===== config.mk =====
export PLATFORM = sky130hd
export DESIGN_NAME = div_unit_flat
export DESIGN_NICKNAME = d
export VERILOG_FILES = /design/src/rtl/div_if.sv /design/src/rtl/div_unit.sv /design/src/flat_wrapper.sv
export SDC_FILE = /design/constraint.sdc
export NUM_CORES = 1
export LEC_CHECK = 0
export CORE_MARGIN = 2
export CORE_UTILIZATION = 36
export DETAILED_ROUTE_END_ITERATION = 10
export PLACE_DENSITY = 0.55
export SLEW_MARGIN = 15
export SYNTH_ARGS = -nofsm -noshare
export SYNTH_HDL_FRONTEND = slang
export SYNTH_SLANG_ARGS = --single-unit

===== constraint.sdc =====
create_clock -name clk -period 3.4 [get_ports clk]
set_input_delay 1.02 -clock clk [delete_from_list [all_inputs] [get_ports clk]]
set_output_delay 1.02 -clock clk [all_outputs]
set_load 0.02 [all_outputs]

===== src/rtl/div_if.sv =====
// Request/response bundle between the EX stage and the multi-cycle divider.
// The master side issues DIV/DIVU requests; the slave side returns {remainder, quotient}.
interface div_if #(
  parameter int DATA_W = 32
);
  logic                  signed_div_i;
  logic [DATA_W-1:0]     opdata1_i;
  logic [DATA_W-1:0]     opdata2_i;
  logic                  start_i;
  logic                  annul_i;
  logic [2*DATA_W-1:0]   result_o;
  logic                  ready_o;

  modport master (
    output signed_div_i, opdata1_i, opdata2_i, start_i, annul_i,
    input  result_o, ready_o
  );

  modport slave (
    input  signed_div_i, opdata1_i, opdata2_i, start_i, annul_i,
    output result_o, ready_o
  );
endinterface


===== src/rtl/div_unit.sv =====
// Restoring shift-subtract divider for DIV/DIVU: DATA_W iterations plus one sign-fix edge.
// Result {remainder, quotient} is held until EX drops start_i.
module div_unit #(
  parameter int DATA_W = 32
) (
  input  logic  clk,
  input  logic  rst,
  div_if.slave  bus
);
  localparam int CNT_W = $clog2(DATA_W + 1);

  typedef enum logic [1:0] {S_IDLE, S_BYZERO, S_ON, S_END} state_t;

  state_t                state, state_nxt;
  logic [2*DATA_W:0]     work, work_nxt;
  logic [DATA_W-1:0]     divisor, divisor_nxt;
  logic [CNT_W-1:0]      cnt, cnt_nxt;
  logic                  neg_q, neg_q_nxt;
  logic                  neg_r, neg_r_nxt;
  logic [2*DATA_W-1:0]   result, result_nxt;
  logic                  ready, ready_nxt;

  logic [2*DATA_W:0]     shifted;
  logic [DATA_W:0]       trial;
  logic [DATA_W-1:0]     a_mag, b_mag, q_raw, r_raw;
  logic                  a_neg, b_neg, accept;

  assign bus.result_o = result;
  assign bus.ready_o  = ready;

  assign accept = bus.start_i && !bus.annul_i;

  always_ff @(posedge clk) begin
    if (rst) state <= S_IDLE;
    else     state <= state_nxt;
  end

  always_comb begin
    state_nxt = state;
    unique case (state)
      S_IDLE:   if (accept) state_nxt = (bus.opdata2_i == '0) ? S_BYZERO : S_ON;
      S_BYZERO: state_nxt = bus.annul_i ? S_IDLE : S_END;
      S_ON: begin
        if (bus.annul_i)                   state_nxt = S_IDLE;
        else if (cnt == CNT_W'(DATA_W))    state_nxt = S_END;
      end
      S_END:    if (!bus.start_i) state_nxt = S_IDLE;
      default:  state_nxt = S_IDLE;
    endcase
  end

  always_comb begin
    work_nxt    = work;
    divisor_nxt = divisor;
    cnt_nxt     = cnt;
    neg_q_nxt   = neg_q;
    neg_r_nxt   = neg_r;
    result_nxt  = result;
    ready_nxt   = ready;

    a_neg   = bus.signed_div_i && bus.opdata1_i[DATA_W-1];
    b_neg   = bus.signed_div_i && bus.opdata2_i[DATA_W-1];
    a_mag   = a_neg ? -bus.opdata1_i : bus.opdata1_i;
    b_mag   = b_neg ? -bus.opdata2_i : bus.opdata2_i;
    shifted = work << 1;
    // Borrow out of the (DATA_W+1)-bit subtract means the trial remainder went negative.
    trial   = shifted[2*DATA_W:DATA_W] - {1'b0, divisor};
    q_raw   = work[DATA_W-1:0];
    r_raw   = work[2*DATA_W-1:DATA_W];

    unique case (state)
      S_IDLE: begin
        result_nxt = '0;
        ready_nxt  = 1'b0;
        if (accept) begin
          work_nxt    = {{(DATA_W+1){1'b0}}, a_mag};
          divisor_nxt = b_mag;
          cnt_nxt     = '0;
          neg_q_nxt   = a_neg ^ b_neg;
          neg_r_nxt   = a_neg;
        end
      end
      S_BYZERO: begin
        if (!bus.annul_i) begin
          result_nxt = '0;
          ready_nxt  = 1'b1;
        end
      end
      S_ON: begin
        if (bus.annul_i) begin
          result_nxt = '0;
          ready_nxt  = 1'b0;
        end else if (cnt == CNT_W'(DATA_W)) begin
          result_nxt = {neg_r ? -r_raw : r_raw, neg_q ? -q_raw : q_raw};
          ready_nxt  = 1'b1;
        end else begin
          work_nxt = trial[DATA_W] ? shifted
                                   : {trial, shifted[DATA_W-1:1], 1'b1};
          cnt_nxt  = cnt + CNT_W'(1);
        end
      end
      S_END: begin
        if (!bus.start_i) begin
          result_nxt = '0;
          ready_nxt  = 1'b0;
        end
      end
      default: begin
        result_nxt = '0;
        ready_nxt  = 1'b0;
      end
    endcase
  end

  always_ff @(posedge clk) begin
    if (rst) begin
      work    <= '0;
      divisor <= '0;
      cnt     <= '0;
      neg_q   <= 1'b0;
      neg_r   <= 1'b0;
      result  <= '0;
      ready   <= 1'b0;
    end else begin
      work    <= work_nxt;
      divisor <= divisor_nxt;
      cnt     <= cnt_nxt;
      neg_q   <= neg_q_nxt;
      neg_r   <= neg_r_nxt;
      result  <= result_nxt;
      ready   <= ready_nxt;
    end
  end
endmodule


===== src/flat_wrapper.sv =====
// flat-port wrapper written by rule: the top's interface ports become plain ports
module div_unit_flat 
#(
  parameter int DATA_W = 32
)
  (clk, rst, bus_signed_div_i, bus_opdata1_i, bus_opdata2_i, bus_start_i, bus_annul_i, bus_result_o, bus_ready_o);
  div_if #(.DATA_W(DATA_W)) bus_i ();
  input  logic clk;
  input  logic rst;
  input wire logic [$bits(bus_i.signed_div_i)-1:0] bus_signed_div_i;
  input wire logic [$bits(bus_i.opdata1_i)-1:0] bus_opdata1_i;
  input wire logic [$bits(bus_i.opdata2_i)-1:0] bus_opdata2_i;
  input wire logic [$bits(bus_i.start_i)-1:0] bus_start_i;
  input wire logic [$bits(bus_i.annul_i)-1:0] bus_annul_i;
  output wire logic [$bits(bus_i.result_o)-1:0] bus_result_o;
  output wire logic [$bits(bus_i.ready_o)-1:0] bus_ready_o;
  assign bus_i.signed_div_i = bus_signed_div_i;
  assign bus_i.opdata1_i = bus_opdata1_i;
  assign bus_i.opdata2_i = bus_opdata2_i;
  assign bus_i.start_i = bus_start_i;
  assign bus_i.annul_i = bus_annul_i;
  assign bus_result_o = bus_i.result_o;
  assign bus_ready_o = bus_i.ready_o;
  div_unit #(.DATA_W(DATA_W)) u_core (.clk(clk), .rst(rst), .bus(bus_i));
endmodule

==> results.py, run 1 <==
metrics = {
    "floorplan": {
        "dieHeight_um": 178,
        "start_util": 0.366,
        "fp.coreArea_um2": 29600,
        "die_x_um": 178,
        "rows": 63,
        "dieArea_um2": 31600,
        "io_pins": 134,
    },
    "min_path": {
        "hold_depth": 2,
        "min_path_type": "reg -> reg",
        "min_from": "u_core.bus.result_o[63]",
        "holdPathEnd": "u_core.bus.result_o[63]",
    },
    "clocking": {
        "cts_buffer_depth": 2,
        "ctsHtreeMaxLevel": 4,
        "ctsHoldBuffers": 0,
        "root_buffer": "clkbuf_16",
        "cts_tree": "done",
        "clkLatencyLatePin_ps": 430,
        "cts-buffers-inserted": 17,
        "clkSinkCount": 171,
        "clk_transition_reported_paths_ps": 70,
    },
    "setup_path": {
        "cp_top_family": "compound AO/OA/AOI/OAI gates",
        "slowest_stage": "a211oi_1",
        "r2r_cells": 11,
        "worstPathCellList": "inv_1 > ha_1 > nor2b_1 > o31a_1 > o2111ai_1 > a211oi_1 > nor4b_1 > nor3_1 > a2111oi_0 > a311o_1 > o211ai_1",
        "r2r_end": "u_core.work[63]",
        "crit_arrival_ps": 3620,
        "crit_path_start_kind": "register",
        "reg2reg_slack_ps": 140,
        "critical_path.max_stage_delay_ps": 550,
        "path_buf_inv": 1,
        "worstSetupPathType": "reg -> reg",
        "r2r_start": "u_core.divisor[1]",
        "crit_cells": 11,
        "path_max_fanout": 3,
        "end_kind": "register",
        "worst_ep_required_time_ps": 3750,
    },
    "power_and_ir_drop": {
        "finalPower_mw": 7.99,
        "p_leak_nw": 5.23,
        "pwr-share-comb": 0.429,
        "swShare": 0.415,
        "internal_power_mw": 4.67,
        "ir_drop_mv": 0.343,
        "seqPwrFrac": 0.321,
        "switching_power_mw": 3.31,
        "p_clk_frac": 0.250,
        "power_density_nw_per_um2": 575,
    },
    "route": {
        "drt_wl_total_um": 32300,
        "drtPass1Iterations": 5,
        "ant_nets": 0,
        "drt_iter0_drc": 739,
        "dr_total_vias": 10500,
        "vias_per_cell": 5.23,
        "wl_per_cell_um": 16.1,
        "drcViolationCount": 0,
    },
    "synthesis": {
        "synth.distinct_cells": 60,
        "syn_area_per_cell_um2": 7.60,
        "syn-num-nets": 1541,
        "synth_seq_cells": 171,
        "netlist_area_um2": 10900,
        "synth-edff-count": 0,
        "synthFlopType": "dfxtp_1",
        "synthArstFlopShare": 0,
        "ys_seq_area_frac": 0.315,
        "synthCells": 1429,
        "ys_warn_count": 0,
    },
    "timing": {
        "holdWs_ps": 449,
        "max_slew_margin": 0.257,
        "final_hold_viol_count": 0,
        "fin_crit_sh": 0.960,
        "setup_viol": 0,
        "worst_slew_pin_slew_ps": 1110,
        "max_freq_ghz": 0.306,
        "skew_ps": 12.3,
        "fin_tns_setup_ps": 0,
        "finalWorstSetupSlack_ps": 136,
        "slew_viol_final": 0,
        "min_period_ps": 3260,
    },
    "place": {
        "dp_hpwl_um": 24900,
        "dp.cells": 1978,
        "dp_slack_ps": -276,
        "globalplace.congestion": 0.907,
        "place.port_buffers": 133,
        "postPlaceCellArea_um2": 13200,
    },
    "global_route": {
        "grt_pass1_vias": 9686,
        "grt_use_total": 0.206,
        "antenna_found_initial": 0,
        "grt_max_degree": 69,
        "overflow": 0,
        "grt_pass1_wl_um": 52100,
    },
    "final_layout": {
        "multi_input_area_um2": 6940,
        "drive_gt1_frac": 0.102,
        "instances_no_fill": 2011,
        "ff_latch_area_um2": 3420,
        "nets": 1720,
        "final_area_um2": 13900,
        "nFillCells": 3043,
        "syn_to_final_growth_pct": 27.8,
        "fin_util": 0.468,
    },
    "outcome": {
        "status": "finished clean",
    },
    "flow_run": {
        "max_cap_violations": 0,
    },
}
-- synth_stat cells (9+ instances only) --
cell | count | share of area
o21ai_0 | 112 | 0.052
nor4_1 | 12 | 0.0069
nor3_1 | 29 | 0.013
nand2_1 | 191 | 0.066
inv_1 | 62 | 0.021
xor2_1 | 71 | 0.057
nand2b_1 | 10 | 0.0058
or4_1 | 12 | 0.0083
o31ai_1 | 28 | 0.019
dfxtp_1 | 171 | 0.32
mux2i_1 | 23 | 0.021
a21oi_1 | 105 | 0.048
xnor2_1 | 76 | 0.061
a22oi_1 | 37 | 0.026
a31oi_1 | 10 | 0.0058
clkbuf_1 | 71 | 0.025
o41ai_1 | 13 | 0.010
or3_1 | 21 | 0.012
nor2_1 | 139 | 0.048
a211oi_1 | 34 | 0.024
nand3_1 | 14 | 0.0065
ha_1 | 42 | 0.048
nor2b_1 | 10 | 0.0058
o21ai_1 | 16 | 0.0074
buf_1 | 9 | 0.0031
a21o_1 | 17 | 0.012
-- worst min-delay path, cell delays in order, from the launching register on --
cell     delay, ps
dfxtp_1        310
nand2_1         50
o21ai_1         50
-- routing by layer --
layer / up-vias / global-route usage / part of all wire
met1: 4822 / 0.323 / 0.53
li1: 5418 / - / -
met3: 20 / 0.0317 / 0.055
met5: - / 0 / 0
met2: 253 / 0.291 / 0.40
met4: 0 / 0.0464 / 0.012
-- how the worst max path moves through the flow --
stage	slack, ps	start	to
after floorplan	200	bus_opdata2_i[2]	u_core.state[1]
after global placement	-250	bus_opdata2_i[9]	u_core.state[1]
after detailed placement	-280	bus_opdata2_i[9]	u_core.divisor[30]
after CTS	130	u_core.work[31]	u_core.work[62]
after global routing	-20	u_core.work[31]	u_core.work[62]
final	140	u_core.divisor[1]	u_core.work[63]
-- timing repair --
| action | CTS | global route |
|---|---|---|
| setup buffers | 0 | 1 |
| hold endpoints to repair | 0 | 0 |
| setup endpoints to repair | 0 | 13 |
| gates resized for setup | 0 | 6 |
-- area by class of cell --
type                       instances  share of cell area
clock buffer                      17              0.0307
inverter                          62              0.0168
multi-input combinational       1113               0.500
timing repair buffer             243               0.159
sequential                       171               0.247
antenna                            1            0.000180
clock inverter                    14              0.0117
tap                              390              0.0352
-- cell families (layout without fill, tap and decap cells) --
logic type                 Yosys count  in the layout  synth area share
and+or+nand+nor                    477            477             0.200
AOI/OAI and AO/OA                  423            423             0.244
DFF                                171            171             0.315
xor gates and xnor gates           147            147             0.119
buffers and inverters              145            336            0.0505
adders and majority gates           43             43            0.0503
muxes                               23             23            0.0212
other                                0              1                 0
-- state kept, by name (all words and copies together) (netlist names) --
name / count
u_core.cnt: 6
u_core.neg_r: 1
u_core.work: 64
u_core.neg_q: 1
u_core.state: 2
u_core.divisor: 32
u_core.bus.ready_o: 1
u_core.bus.result_o: 64
-- cell usage in the layout (no fill, tap or decap), types with 15 or more instances in the layout --
| master | instances |
|---|---|
| xor2_1 | 71 |
| buf_4 | 107 |
| mux2i_1 | 23 |
| o31ai_1 | 28 |
| a21o_1 | 17 |
| o21ai_1 | 15 |
| a211oi_1 | 33 |
| clkdlybuf4s50_1 | 132 |
| dfxtp_1 | 171 |
| xnor2_1 | 76 |
| o21ai_0 | 112 |
| nor3_1 | 29 |
| or3_1 | 21 |
| clkbuf_16 | 17 |
| a21oi_1 | 104 |
| nand2_1 | 190 |
| inv_1 | 62 |
| a22oi_1 | 37 |
| nor2_1 | 137 |
| ha_1 | 41 |
-- power groups by stage --
stage	Combinational, mW	Sequential (mW)	Clock, mW
6_report	3.42	2.57	2.00
3_5_place_dp	3.37	2.61	0
4_1_cts	3.38	2.56	2.04
5_1_grt	3.81	2.61	2.12
2_1_floorplan	2.31	2.53	0
3_3_place_gp	3.35	2.59	0
Note: power is estimated with default switching activity, not from simulation.
==> run 2, diff against run 1 <==
Settings changed: CORE_MARGIN 2 to 5.
==> run 2 against run 1 <==
Combinational power about the same. Global-route usage decreased by 1.8 points. Die area is 6.9% higher. Sequential share of layout area shrank 0.064 points. Sequential cell count is the same. Count of clock-buffer cells in the layout is 1 higher. Cell area up 0.26%. Final cell count about the same. Critical endpoint is now u_core.work[25].
==> results.py, run 2 (same netlist as run 1, synthesis figures left out) <==
metrics = {
    "min_path": {
        "min_path_type": "reg -> reg",
    },
    "setup_path": {
        "worst_ep_required_time_ps": 3710,
        "worstSetupPathType": "in -> reg",
        "crit_arrival_ps": 3490,
        "end_kind": "register",
        "path_max_fanout": 5,
        "crit_path_start_kind": "primary input",
    },
    "timing": {
        "worst_slew_pin_slew_ps": 1100,
        "fin_crit_sh": 0.935,
        "max_freq_ghz": 0.314,
        "slew_viol_final": 0,
        "final_hold_viol_count": 0,
        "rsz0062_at_grt": "false",
        "skew_ps": 13.6,
        "fin_tns_setup_ps": 0,
        "setup_viol": 0,
        "max_slew_margin": 0.265,
        "min_period_ps": 3180,
    },
    "power_and_ir_drop": {
        "p_leak_nw": 5.25,
        "swShare": 0.416,
        "ir_drop_mv": 0.389,
        "pwr-share-comb": 0.428,
        "internal_power_mw": 4.65,
        "switching_power_mw": 3.31,
        "finalPower_mw": 7.96,
        "p_clk_frac": 0.250,
        "power_density_nw_per_um2": 572,
        "seqPwrFrac": 0.323,
    },
    "global_route": {
        "grt_use_total": 0.188,
        "grt_pass1_vias": 9750,
        "grt_max_degree": 70,
        "antenna_found_initial": 0,
        "overflow": 0,
        "grt_pass1_wl_um": 51800,
    },
    "route": {
        "drcViolationCount": 0,
        "drt_iter0_drc": 521,
        "wl_per_cell_um": 15.9,
        "drtPass1Iterations": 5,
        "ant_nets": 0,
        "dr_total_vias": 10400,
        "drt_wl_total_um": 32000,
        "vias_per_cell": 5.18,
    },
    "final_layout": {
        "multi_input_area_um2": 6940,
        "nFillCells": 2953,
        "nets": 1719,
        "n_antenna_cell": 0,
        "syn_to_final_growth_pct": 28.2,
        "drive_gt1_frac": 0.101,
        "layout_common_cells": "nand2_1 (190), dfxtp_1 (171), nor2_1 (136)",
        "ff_latch_area_um2": 3420,
        "final_common_cell": "nand2_1",
    },
    "outcome": {
        "status": "finished clean",
    },
    "clocking": {
        "clkLatencyLatePin_ps": 440,
        "cts_tree": "done",
        "ctsHtreeMaxLevel": 4,
        "clk_transition_reported_paths_ps": 70,
        "root_buffer": "clkbuf_16",
        "cts_buffer_depth": 2,
        "cts-buffers-inserted": 17,
        "clkSinkCount": 171,
    },
    "floorplan": {
        "fp.coreArea_um2": 29700,
        "die_x_um": 184,
        "dieHeight_um": 184,
        "io_pins": 134,
        "start_util": 0.365,
        "rows": 63,
        "dieArea_um2": 33700,
    },
    "place": {
        "dp_hpwl_um": 24600,
        "globalplace.congestion": 0.889,
        "place.port_buffers": 133,
    },
    "flow_run": {
        "max_cap_violations": 0,
    },
}
run 2: cell types whose count changed in the layout (fill, tap and decap cells not counted), sizes merged:
| cell | change |
|---|---|
| buf | -1 |
| bufinv | -1 |
| clkbuf | +1 |
| inv | +2 |
| diode | -1 |
| clkinvlp | -4 |
| clkinv | +3 |
run 2: power groups by stage:
stage,Clock [mW],Combinational [mW],Sequential [mW]
2_1_floorplan,0,2.31,2.53
3_3_place_gp,0,3.36,2.60
3_5_place_dp,0,3.37,2.61
4_1_cts,2.05,3.39,2.56
5_1_grt,2.13,3.80,2.61
6_report,1.99,3.40,2.57
run 2: critical path: stages:
cell             delay (ps)
clkdlybuf4s50_1         410
or4_1                   560
nor4_1                  280
buf_4                   160
and2_1                  140
nand2_1                 150
o41ai_1                 370
xor2_1                  170
o21ai_0                  80
nand2_1                  90
a21oi_1                  60
run 2: path summary, 6_finish.rpt:
kind	from	end	slack, ps	depth (start not counted)
hold reg to reg	u_core.bus.result_o[56]	u_core.bus.result_o[56]	450	2
setup reg to reg	u_core.work[31]	u_core.work[61]	230	13
hold / removal	u_core.bus.result_o[56]	u_core.bus.result_o[56]	450	2
setup / recovery	bus_opdata1_i[1]	u_core.work[25]	220	11
run 2: layout make-up:
type                    instances  area share
inverters                      62      0.0167
clock inverters                14      0.0123
multi-input cells            1113       0.498
clock buffers                  18      0.0308
well taps                     390      0.0351
flip-flops and latches        171       0.246
repair buffers                242       0.161
run 2: what timing repair did:
item,CTS,global route
setup buffers,0,0
resized for setup,0,6
endpoints found under the setup margin,0,13
hold buffers,0,0
run 2: metrics by stage:
stage / util / instance area (µm²) / setup slack, ps / hold WS (ps) / cells
after floorplan: - / 10900 / 204 / 432 / 1429
after global placement: 0.447 / 13300 / -248 / 436 / 1978
after detailed placement: 0.447 / 13300 / -274 / 440 / 1978
after CTS: 0.467 / 13900 / 153 / 449 / 2010
after global routing: 0.468 / 13900 / 22.2 / 469 / 2010
final: 0.468 / 13900 / 220 / 446 / 2010
run 2: layer usage:
layer / global-route usage / vias to the layer above / routed length, µm
li1: - / 5429 / -
met1: 0.290 / 4705 / 17200
met2: 0.269 / 249 / 12700
met3: 0.0332 / 28 / 1700
met4: 0.0480 / 0 / 409
met5: 0 / - / 0
==> run 3, diff against run 2 <==
Settings changed: CELL_PAD_IN_SITES_DETAIL_PLACEMENT set to 1, CELL_PAD_IN_SITES_GLOBAL_PLACEMENT set to 2, CORE_MARGIN 5 to unset, CORE_UTILIZATION 36 to 30, CTS_CLUSTER_DIAMETER set to 100, PLACE_DENSITY 0.55 to 0.75.
==> run 3 against run 2 <==
Via count is 2.9% higher. Die area increased by 9.6%. Cell area up 0.96%. Worst hold slack about the same. Core utilization down 7.3 points. Fmax shrank 0.74%. Largest power group unchanged.
==> results.py, run 3 (same netlist as run 1, synthesis figures left out) <==
metrics = {
    "outcome": {
        "status": "finished clean",
    },
    "route": {
        "drtPass1Iterations": 5,
        "drt_wl_total_um": 35700,
        "drt_iter0_drc": 488,
        "dr_total_vias": 10700,
        "vias_per_cell": 5.12,
        "wl_per_cell_um": 17.1,
        "ant_nets": 0,
        "drcViolationCount": 0,
    },
    "power_and_ir_drop": {
        "power_density_nw_per_um2": 573,
        "p_leak_nw": 5.29,
        "ir_drop_mv": 0.338,
        "finalPower_mw": 8.05,
    },
    "clocking": {
        "clk_transition_reported_paths_ps": 60,
        "ctsHtreeMaxLevel": 4,
        "clkLatencyLatePin_ps": 450,
        "clkSinkCount": 171,
        "cts_tree": "done",
        "cts_buffer_depth": 2,
        "root_buffer": "clkbuf_16",
        "post-cts-setup-buffer-count": 0,
        "cts-buffers-inserted": 17,
    },
    "timing": {
        "worst_slew_pin_slew_ps": 1080,
        "max_freq_ghz": 0.312,
        "skew_ps": 13.0,
        "max_slew_margin": 0.282,
        "setup_viol": 0,
        "slew_viol_final": 0,
        "final_hold_viol_count": 0,
        "fin_crit_sh": 0.942,
        "holdWs_ps": 446,
        "min_period_ps": 3200,
    },
    "floorplan": {
        "die_x_um": 192,
        "rows": 69,
        "dieArea_um2": 36900,
        "io_pins": 134,
        "dieHeight_um": 192,
        "fp.coreArea_um2": 35600,
        "start_util": 0.305,
    },
    "setup_path": {
        "worstPathCellList": "clkdlybuf4s50_1 > or4_1 > nor4_1 > buf_4 > nand3_1 > or3_1 > buf_4 > o31ai_1 > xor2_1 > a211oi_1",
        "path_buf_inv": 3,
        "cp_top_family": "simple AND/OR/NAND/NOR gates",
        "crit_path_start_kind": "primary input",
        "end_kind": "register",
        "slowest_stage": "or4_1",
        "worstSetupPathType": "in -> reg",
        "critical_path.max_stage_delay_ps": 550,
        "cp_common_cell": "buf_4",
        "worst_ep_required_time_ps": 3750,
        "path_max_fanout": 2,
        "crit_arrival_ps": 3560,
    },
    "final_layout": {
        "nets": 1732,
        "final_common_cell": "nand2_1",
        "syn_to_final_growth_pct": 29.4,
        "nFillCells": 4359,
        "drive_gt1_frac": 0.108,
        "layout_common_cells": "nand2_1 (190), dfxtp_1 (171), nor2_1 (137)",
        "final_area_um2": 14000,
    },
    "global_route": {
        "grt_pass1_vias": 10400,
        "grt_max_degree": 69,
        "overflow": 0,
        "antenna_found_initial": 2,
        "grt_pass1_wl_um": 57200,
        "grt_use_total": 0.198,
    },
    "place": {
        "postPlaceCellArea_um2": 13400,
        "place.port_buffers": 133,
        "dp_hpwl_um": 28300,
        "globalplace.congestion": 0.846,
    },
    "flow_run": {
        "max_cap_violations": 0,
    },
    "min_path": {
        "min_path_type": "reg -> reg",
    },
}
-- run 3: timing repair --
item,CTS,global route
hold buffers,0,0
setup endpoints to repair,0,23
resized for setup,0,9
hold endpoints to repair,0,0
-- run 3: path summary, 6_finish.rpt --
path	slack, ps	from	to	cells past startpoint
max	200	bus_opdata2_i[2]	u_core.divisor[30]	10
min	450	u_core.bus.result_o[56]	u_core.bus.result_o[56]	2
max reg2reg	220	u_core.work[31]	u_core.work[58]	13
min reg2reg	450	u_core.bus.result_o[56]	u_core.bus.result_o[56]	2
-- run 3: routing by layer --
| metal | global-route usage | vias up | share of wire |
|---|---|---|---|
| li1 | - | 5437 | - |
| met1 | 0.302 | 5108 | 0.54 |
| met2 | 0.290 | 149 | 0.42 |
| met3 | 0.0248 | 19 | 0.031 |
| met4 | 0.0463 | 0 | 0.0099 |
| met5 | 0 | - | 0 |
-- run 3: worst register-to-register path: stages (launching register included) --
cell and delay [ps]:
dfxtp_1 430, inv_1 100, ha_1 220, fa_1 410, inv_1 70, a21o_1 140
a221oi_2 90, a211oi_2 330, o311ai_2 160, and3_2 320, or2_1 300, buf_4 200
a32oi_1 200, o21ai_0 110
-- run 3: cell type report --
class                      instances  area [µm²]  share of cell area
multi-input combinational       1113        6950               0.494
sequential                       171        3420               0.244
timing repair buffer             255        2310               0.164
tap                              461         577              0.0411
clock buffer                      22         474              0.0338
inverter                          62         233              0.0166
clock inverter                     8        86.3             0.00615
antenna                            1        2.50            0.000178
-- run 3: where the power goes --
part | internal [mW] | total [mW] | switching, mW
Sequential | 2.26 | 2.56 | 0.296
Clock | 1.07 | 1.92 | 0.856
Combinational | 1.35 | 3.57 | 2.22
Total | 4.68 | 8.05 | 3.38
-- run 3: stage by stage --
stage	utilization	setup WS (ps)	std cells	TNS, ps
after global routing	0.395	-4.07	2093	-4.07
after global placement	0.378	-254	2062	-1460
final	0.395	196	2093	0
after floorplan	-	204	1429	0
after detailed placement	0.378	-339	2062	-2320
after CTS	0.394	82.4	2092	0
